`src/rtl/citron_pkg.sv`:
```
// citron_pkg: shared definitions for the Citron device-bus arbiter.
//   CITRON_ADDR_W / CITRON_DATA_W : default bus widths.
//   CITRON_ERR_DATA               : read data returned on a WAIT timeout
//                                   (CITRON_ARB_TIMEOUT_EN builds only).
//   citron_arb_state_t            : arbiter sequencer states.
//   citron_master_t               : requester identifiers.
package citron_pkg;

    localparam int unsigned CITRON_ADDR_W   = 8;
    localparam int unsigned CITRON_DATA_W   = 32;
    localparam logic [31:0] CITRON_ERR_DATA = 32'hDEAD_BEEF;

    typedef enum logic [1:0] {
        IDLE,
        ISSUE,
        WAIT,
        RESP
    } citron_arb_state_t;

    typedef enum logic {
        M0,
        M1
    } citron_master_t;

endpackage

```
`src/rtl/citron_rr_pick.sv`:
```
// citron_rr_pick: combinational two-way round-robin selector.
//   req   [1:0] in  : request vector, bit n = requester Mn.
//   last        in  : requester granted most recently.
//   grant       out : selected requester (meaningful when valid = 1).
//   valid       out : at least one request is present.
module citron_rr_pick
    import citron_pkg::*;
(
    input  logic [1:0]     req,
    input  citron_master_t last,
    output citron_master_t grant,
    output logic           valid
);

    always_comb begin
        valid = |req;
        if (req == 2'b11) begin
            // Contention: the requester that did not go last wins.
            grant = (last == M0) ? M1 : M0;
        end else if (req[1]) begin
            grant = M1;
        end else begin
            grant = M0;
        end
    end

endmodule

```
`src/rtl/citron_bus_arbiter.sv`:
```
// citron_bus_arbiter: two-requester arbiter and sequencer for the Citron bus.
//   clk_i, rst_ni              : clock, synchronous active-low reset.
//   mX_req_i/addr_i/wr_i/wdata_i : requester X command, held until its ack.
//   mX_ack_o/rdata_o/err_o     : one-cycle completion pulse with read data and
//                                error flag; data/err hold between acks.
//   citron_addr_o/rdy_o/wr_o/writedata_o : bus command, rdy is a 1-cycle strobe.
//   citron_readdata_i/stall_i/match_i    : OR-combined device responses.
// Optional: define CITRON_ARB_TIMEOUT_EN to bound WAIT to TIMEOUT_CYCLES cycles,
// after which the requester gets err = 1 and CITRON_ERR_DATA.
module citron_bus_arbiter
    import citron_pkg::*;
#(
    parameter int unsigned ADDR_W         = CITRON_ADDR_W,
    parameter int unsigned DATA_W         = CITRON_DATA_W,
    parameter int unsigned TIMEOUT_CYCLES = 255
) (
    input  logic              clk_i,
    input  logic              rst_ni,
    input  logic              m0_req_i,
    input  logic [ADDR_W-1:0] m0_addr_i,
    input  logic              m0_wr_i,
    input  logic [DATA_W-1:0] m0_wdata_i,
    output logic              m0_ack_o,
    output logic [DATA_W-1:0] m0_rdata_o,
    output logic              m0_err_o,
    input  logic              m1_req_i,
    input  logic [ADDR_W-1:0] m1_addr_i,
    input  logic              m1_wr_i,
    input  logic [DATA_W-1:0] m1_wdata_i,
    output logic              m1_ack_o,
    output logic [DATA_W-1:0] m1_rdata_o,
    output logic              m1_err_o,
    output logic [ADDR_W-1:0] citron_addr_o,
    output logic              citron_rdy_o,
    output logic              citron_wr_o,
    output logic [DATA_W-1:0] citron_writedata_o,
    input  logic [DATA_W-1:0] citron_readdata_i,
    input  logic              citron_stall_i,
    input  logic              citron_match_i
);

    citron_arb_state_t state_q, state_d;
    citron_master_t    grant_q, grant_d;
    citron_master_t    rr_last_q, rr_last_d;
    logic [ADDR_W-1:0] addr_q, addr_d;
    logic              wr_q, wr_d;
    logic [DATA_W-1:0] wdata_q, wdata_d;
    logic              rdy_q, rdy_d;
    logic              m0_ack_q, m0_ack_d, m1_ack_q, m1_ack_d;
    logic [DATA_W-1:0] m0_rdata_q, m0_rdata_d, m1_rdata_q, m1_rdata_d;
    logic              m0_err_q, m0_err_d, m1_err_q, m1_err_d;

    citron_master_t    pick_grant;
    logic              pick_valid;

    // Completion of the current transfer, resolved in ISSUE or WAIT.
    logic              finish;
    logic              fin_err;
    logic [DATA_W-1:0] fin_data;

`ifdef CITRON_ARB_TIMEOUT_EN
    localparam int unsigned CNT_W = ($clog2(TIMEOUT_CYCLES + 1) > 8) ?
                                    $clog2(TIMEOUT_CYCLES + 1) : 8;
    logic [CNT_W-1:0] cnt_q, cnt_d;
`endif

    citron_rr_pick u_pick (
        .req   ({m1_req_i, m0_req_i}),
        .last  (rr_last_q),
        .grant (pick_grant),
        .valid (pick_valid)
    );

    always_comb begin
        state_d    = state_q;
        grant_d    = grant_q;
        rr_last_d  = rr_last_q;
        addr_d     = addr_q;
        wr_d       = wr_q;
        wdata_d    = wdata_q;
        rdy_d      = 1'b0;
        m0_ack_d   = 1'b0;
        m1_ack_d   = 1'b0;
        m0_rdata_d = m0_rdata_q;
        m1_rdata_d = m1_rdata_q;
        m0_err_d   = m0_err_q;
        m1_err_d   = m1_err_q;
        finish     = 1'b0;
        fin_err    = 1'b0;
        fin_data   = '0;
`ifdef CITRON_ARB_TIMEOUT_EN
        cnt_d      = cnt_q;
`endif

        case (state_q)
            IDLE: begin
                if (pick_valid) begin
                    grant_d = pick_grant;
                    if (pick_grant == M1) begin
                        addr_d  = m1_addr_i;
                        wr_d    = m1_wr_i;
                        wdata_d = m1_wdata_i;
                    end else begin
                        addr_d  = m0_addr_i;
                        wr_d    = m0_wr_i;
                        wdata_d = m0_wdata_i;
                    end
                    rdy_d   = 1'b1;
                    state_d = ISSUE;
                end
            end
            ISSUE: begin
                if (!citron_match_i) begin
                    finish  = 1'b1;
                    fin_err = 1'b1;
                end else if (wr_q) begin
                    finish = 1'b1;
                end else if (!citron_stall_i) begin
                    finish   = 1'b1;
                    fin_data = citron_readdata_i;
                end else begin
                    state_d = WAIT;
`ifdef CITRON_ARB_TIMEOUT_EN
                    cnt_d   = '0;
`endif
                end
            end
            WAIT: begin
                // Stall release wins over a coincident timeout.
                if (!citron_stall_i) begin
                    finish   = 1'b1;
                    fin_data = citron_readdata_i;
                end
`ifdef CITRON_ARB_TIMEOUT_EN
                else if (cnt_q == CNT_W'(TIMEOUT_CYCLES - 1)) begin
                    finish   = 1'b1;
                    fin_err  = 1'b1;
                    fin_data = DATA_W'(CITRON_ERR_DATA);
                end else begin
                    cnt_d = cnt_q + 1'b1;
                end
`endif
            end
            RESP: begin
                rr_last_d = grant_q;
                state_d   = IDLE;
            end
            default: state_d = IDLE;
        endcase

        // Ack and response data are registered on entry to RESP.
        if (finish) begin
            state_d = RESP;
            if (grant_q == M0) begin
                m0_ack_d   = 1'b1;
                m0_rdata_d = fin_data;
                m0_err_d   = fin_err;
            end else begin
                m1_ack_d   = 1'b1;
                m1_rdata_d = fin_data;
                m1_err_d   = fin_err;
            end
        end
    end

    always_ff @(posedge clk_i) begin
        if (!rst_ni) begin
            state_q    <= IDLE;
            grant_q    <= M0;
            rr_last_q  <= M1;
            addr_q     <= '0;
            wr_q       <= 1'b0;
            wdata_q    <= '0;
            rdy_q      <= 1'b0;
            m0_ack_q   <= 1'b0;
            m1_ack_q   <= 1'b0;
            m0_rdata_q <= '0;
            m1_rdata_q <= '0;
            m0_err_q   <= 1'b0;
            m1_err_q   <= 1'b0;
`ifdef CITRON_ARB_TIMEOUT_EN
            cnt_q      <= '0;
`endif
        end else begin
            state_q    <= state_d;
            grant_q    <= grant_d;
            rr_last_q  <= rr_last_d;
            addr_q     <= addr_d;
            wr_q       <= wr_d;
            wdata_q    <= wdata_d;
            rdy_q      <= rdy_d;
            m0_ack_q   <= m0_ack_d;
            m1_ack_q   <= m1_ack_d;
            m0_rdata_q <= m0_rdata_d;
            m1_rdata_q <= m1_rdata_d;
            m0_err_q   <= m0_err_d;
            m1_err_q   <= m1_err_d;
`ifdef CITRON_ARB_TIMEOUT_EN
            cnt_q      <= cnt_d;
`endif
        end
    end

    assign m0_ack_o           = m0_ack_q;
    assign m0_rdata_o         = m0_rdata_q;
    assign m0_err_o           = m0_err_q;
    assign m1_ack_o           = m1_ack_q;
    assign m1_rdata_o         = m1_rdata_q;
    assign m1_err_o           = m1_err_q;
    assign citron_addr_o      = addr_q;
    assign citron_rdy_o       = rdy_q;
    assign citron_wr_o        = wr_q;
    assign citron_writedata_o = wdata_q;

endmodule

```
`config.mk`:
```
export PLATFORM = sky130hd
export DESIGN_NAME = citron_bus_arbiter
export DESIGN_NICKNAME = d
export VERILOG_FILES = /design/src/rtl/citron_pkg.sv /design/src/rtl/citron_rr_pick.sv /design/src/rtl/citron_bus_arbiter.sv
export SDC_FILE = /design/constraint.sdc
export NUM_CORES = 1
export LEC_CHECK = 0
export CORE_MARGIN = 4
export CORE_UTILIZATION = 41
export DETAILED_ROUTE_END_ITERATION = 8
export PLACE_DENSITY = 0.85
export SLEW_MARGIN = 20
export SYNTH_ARGS = -nofsm -noshare
export SYNTH_HDL_FRONTEND = slang
export SYNTH_SLANG_ARGS = --single-unit
```
`constraint.sdc`:
```
create_clock -name clk_i -period 2.1 [get_ports clk_i]
set_input_delay 0.21 -clock clk_i [delete_from_list [all_inputs] [get_ports clk_i]]
set_output_delay 0.21 -clock clk_i [all_outputs]
set_load 0.005 [all_outputs]
```
==> results of run 1 <==
-- sequential cells by signal, indices dropped and copies added (netlist names), 2 cells and up --
signal / flops
citron_addr_o: 8
citron_writedata_o: 32
m0_rdata_o: 32
m1_rdata_o: 32
state_q: 2
-- how the worst min path moves through the flow --
stage,depth (start not counted),slack (ns),from,endpoint
floorplan,2,0.37,citron_readdata_i[0],m0_rdata_o[0]
global placement,2,0.44,m0_err_o,m0_err_o
detailed placement,2,0.45,m1_rdata_o[9],m1_rdata_o[9]
CTS,3,0.32,rst_ni,rr_last_q
global route,3,0.34,rst_ni,rr_last_q
finish,3,0.34,rst_ni,rr_last_q
-- per-layer routing --
layer / wire, um / GRT usage [%] / vias up
met3: 1400 / 8.26 / 29
met1: 5340 / 22.4 / 1975
met2: 6910 / 36.2 / 208
met5: 0 / 0 / -
li1: - / - / 2075
met4: 339 / 7.75 / 0
-- critical path, cell delays in order, from the launching register on --
cell	delay, ns
dfxtp_1	0.40
inv_1	0.09
ha_1	0.32
inv_1	0.08
o32ai_4	0.32
and2b_2	0.27
buf_12	0.20
mux2i_1	0.22
-- where the power goes --
part / switching, mW / internal [mW] / total [mW] / leakage, nW
logic: 1.06 / 1.26 / 2.33 / 1.53
registers: 0.184 / 2.50 / 2.68 / 0.930
clock network: 1.04 / 1.83 / 2.87 / 0.299
total: 2.29 / 5.59 / 7.88 / 2.76
-- layout make-up --
type                    instances  area (um2)
multi-input cells             324        2160
clock inverters                13         149
well taps                     140         175
fillers                       817        3340
flip-flops and latches        114        2280
repair buffers                238        2460
clock buffers                  19         453
inverters                       4        15.0
-- through the flow --
| step | setup WS (ns) | cells | TNS, ns |
|---|---|---|---|
| 5_1_grt | -0.00146 | 852 | -0.00146 |
| 2_1_floorplan | 0.329 | 481 | 0 |
| 3_5_place_dp | 0.130 | 819 | 0 |
| 6_report | 0.113 | 852 | 0 |
| 4_1_cts | 0.0753 | 851 | 0 |
| 3_3_place_gp | 0.235 | 819 | 0 |
-- cells in the final DEF, fill, tap and decap left out, drive strengths merged --
cell,instances
buf,9
a21boi,1
o32ai,1
ha,4
nand3,3
o2111ai,1
nor2b,2
mux2i,108
clkdlybuf4s50,228
a211oi,1
o31a,1
nand3b,3
and2,2
dfxtp,114
bufinv,2
o21ai,42
a21oi,43
a22oi,1
and2b,2
clkinv,7
nand2,101
mux2,1
nor2,6
clkbuf,20
inv,8
and3,1
-- logic make-up after synthesis --
group | count (synthesis) | synth area share (%)
simple gates | 120 | 10.5
compound gates | 91 | 10.6
buf+inv | 43 | 6.37
flops | 114 | 48.4
fa+ha+maj | 4 | 1.06
mux | 109 | 23.2
==> flow_metrics.py, run 1 <==
metrics = {
    "global_route": {
        "overflow": 0,
        "grt_start_max_net_pins": 117,
        "grt_pass1_wl_um": 21600,
        "antenna_found_initial": 0,
        "grtUsageTotal_pct": 20.7,
        "grt_pass1_vias": 4386,
    },
    "setup_path": {
        "crit_fanout": 17,
        "cp-startpoint": "state_q[0]",
        "cp-start-kind": "flop",
        "cp-end-kind": "flop",
        "r2r_slack_ns": 0.11,
        "worstPathRequired_ns": 2.42,
        "timing.reg2reg.worst_path_depth": 7,
        "cp_data_arrival_time_ns": 2.30,
        "r2r-start": "state_q[0]",
        "crit_path_end": "m0_rdata_o[28]",
        "worst-setup-path-type": "reg -> reg",
        "r2r_end": "m0_rdata_o[28]",
    },
    "outcome": {
        "status": "finished, final reports clean",
    },
    "logic_synthesis": {
        "synth.avg_cell_area_um2": 9.81,
        "synth_edf_count": 0,
        "syn_area_mm2": 0.00472,
        "synth_area_leaders": "dfxtp_1, mux2i_1, nand2_1, a21oi_1, o21ai_0",
        "synth-seq-area-share_pct": 48.4,
        "ys.flop_type": "dfxtp_1",
        "netlist.area_leader.share_pct": 48.4,
        "synth_cell_type_count": 29,
        "syn-num-nets": 605,
        "synth_seq_cells": 114,
        "synthCells": 481,
        "yosysMostFrequentCell": "dfxtp_1",
        "ys_warn_count": 0,
        "ys_async_sr_fraction_pct": 0,
        "yosys-top-cells-count": "dfxtp_1, mux2i_1, nand2_1",
        "yosysTopAreaCell": "dfxtp_1",
    },
    "detailed_routing": {
        "viasPerCell": 5.03,
        "routed_wl_um": 14000,
        "avgRoutedWirePerCell_um": 16.4,
        "drt-initial-drc-count": 249,
        "route.vias.total": 4287,
        "dr.pass1.iters": 4,
        "ant_nets": 0,
        "drc": 0,
    },
    "timing": {
        "setup_viol": 0,
        "hold_viol": 0,
        "period_minus_slack_ns": 1.99,
        "worstMarginPinSlew_ns": 0.473,
        "skew_ns": 0.00832,
        "slew_violations": 0,
        "fmax_mhz": 503,
        "period_share_pct": 94.6,
        "max_slew_margin_pct": 68.4,
        "hold_ws_ns": 0.336,
    },
    "layout": {
        "n_antenna_cell": 0,
        "fin_area_mm2": 0.00769,
        "final_core_util_pct": 69.7,
        "drive_gt1_share_pct": 7.30,
        "nets": 823,
        "area_growth_pct": 63.1,
    },
    "placement": {
        "placedInstanceArea_mm2": 0.00707,
        "gp_congestion": 0.739,
        "dp_hpwl_um": 10100,
        "portBuffers": 229,
    },
    "cts": {
        "clock_latency_ns": 0.40,
        "ctsHtreeMaxLevel": 4,
        "cts.sinks": 114,
        "cts_tree": "yes",
        "cts_buffers": 17,
        "clk_pin_slew_ns": 0.05,
        "clock_path_buffers": 2,
        "ctsHoldBuffers": 0,
        "cts-resized-gates": 0,
        "clock-root-buffer": "clkbuf_16",
        "post_cts_buffers": 0,
    },
    "power": {
        "p_total_mw": 7.88,
        "p_leak_nw": 2.76,
        "peakVddDrop_mv": 0.607,
        "p_per_area_mw_per_mm2": 1020,
    },
    "floorplan": {
        "row_count": 38,
        "num_io_pins": 230,
        "die_y_um": 115,
        "core_mm2": 0.0110,
        "chipWidth_um": 115,
        "dieArea_mm2": 0.0133,
        "start_util_pct": 42.8,
    },
    "worst_hold_path": {
        "hold_class": "in -> reg",
    },
    "run": {
        "cap_violations": 0,
    },
}
No activity file was read; power rests on OpenSTA's default activity.
==> inputs of run 2 (changes only) <==
--- a/config.mk
+++ b/config.mk
@@ -9,7 +9,7 @@
 export CORE_UTILIZATION = 41
 export DETAILED_ROUTE_END_ITERATION = 8
 export PLACE_DENSITY = 0.85
-export SLEW_MARGIN = 20
+export SLEW_MARGIN = 30
 export SYNTH_ARGS = -nofsm -noshare
 export SYNTH_HDL_FRONTEND = slang
 export SYNTH_SLANG_ARGS = --single-unit
==> results of run 2 <==
Same layout as run 1: the final DEF is identical, and so are final timing and power.
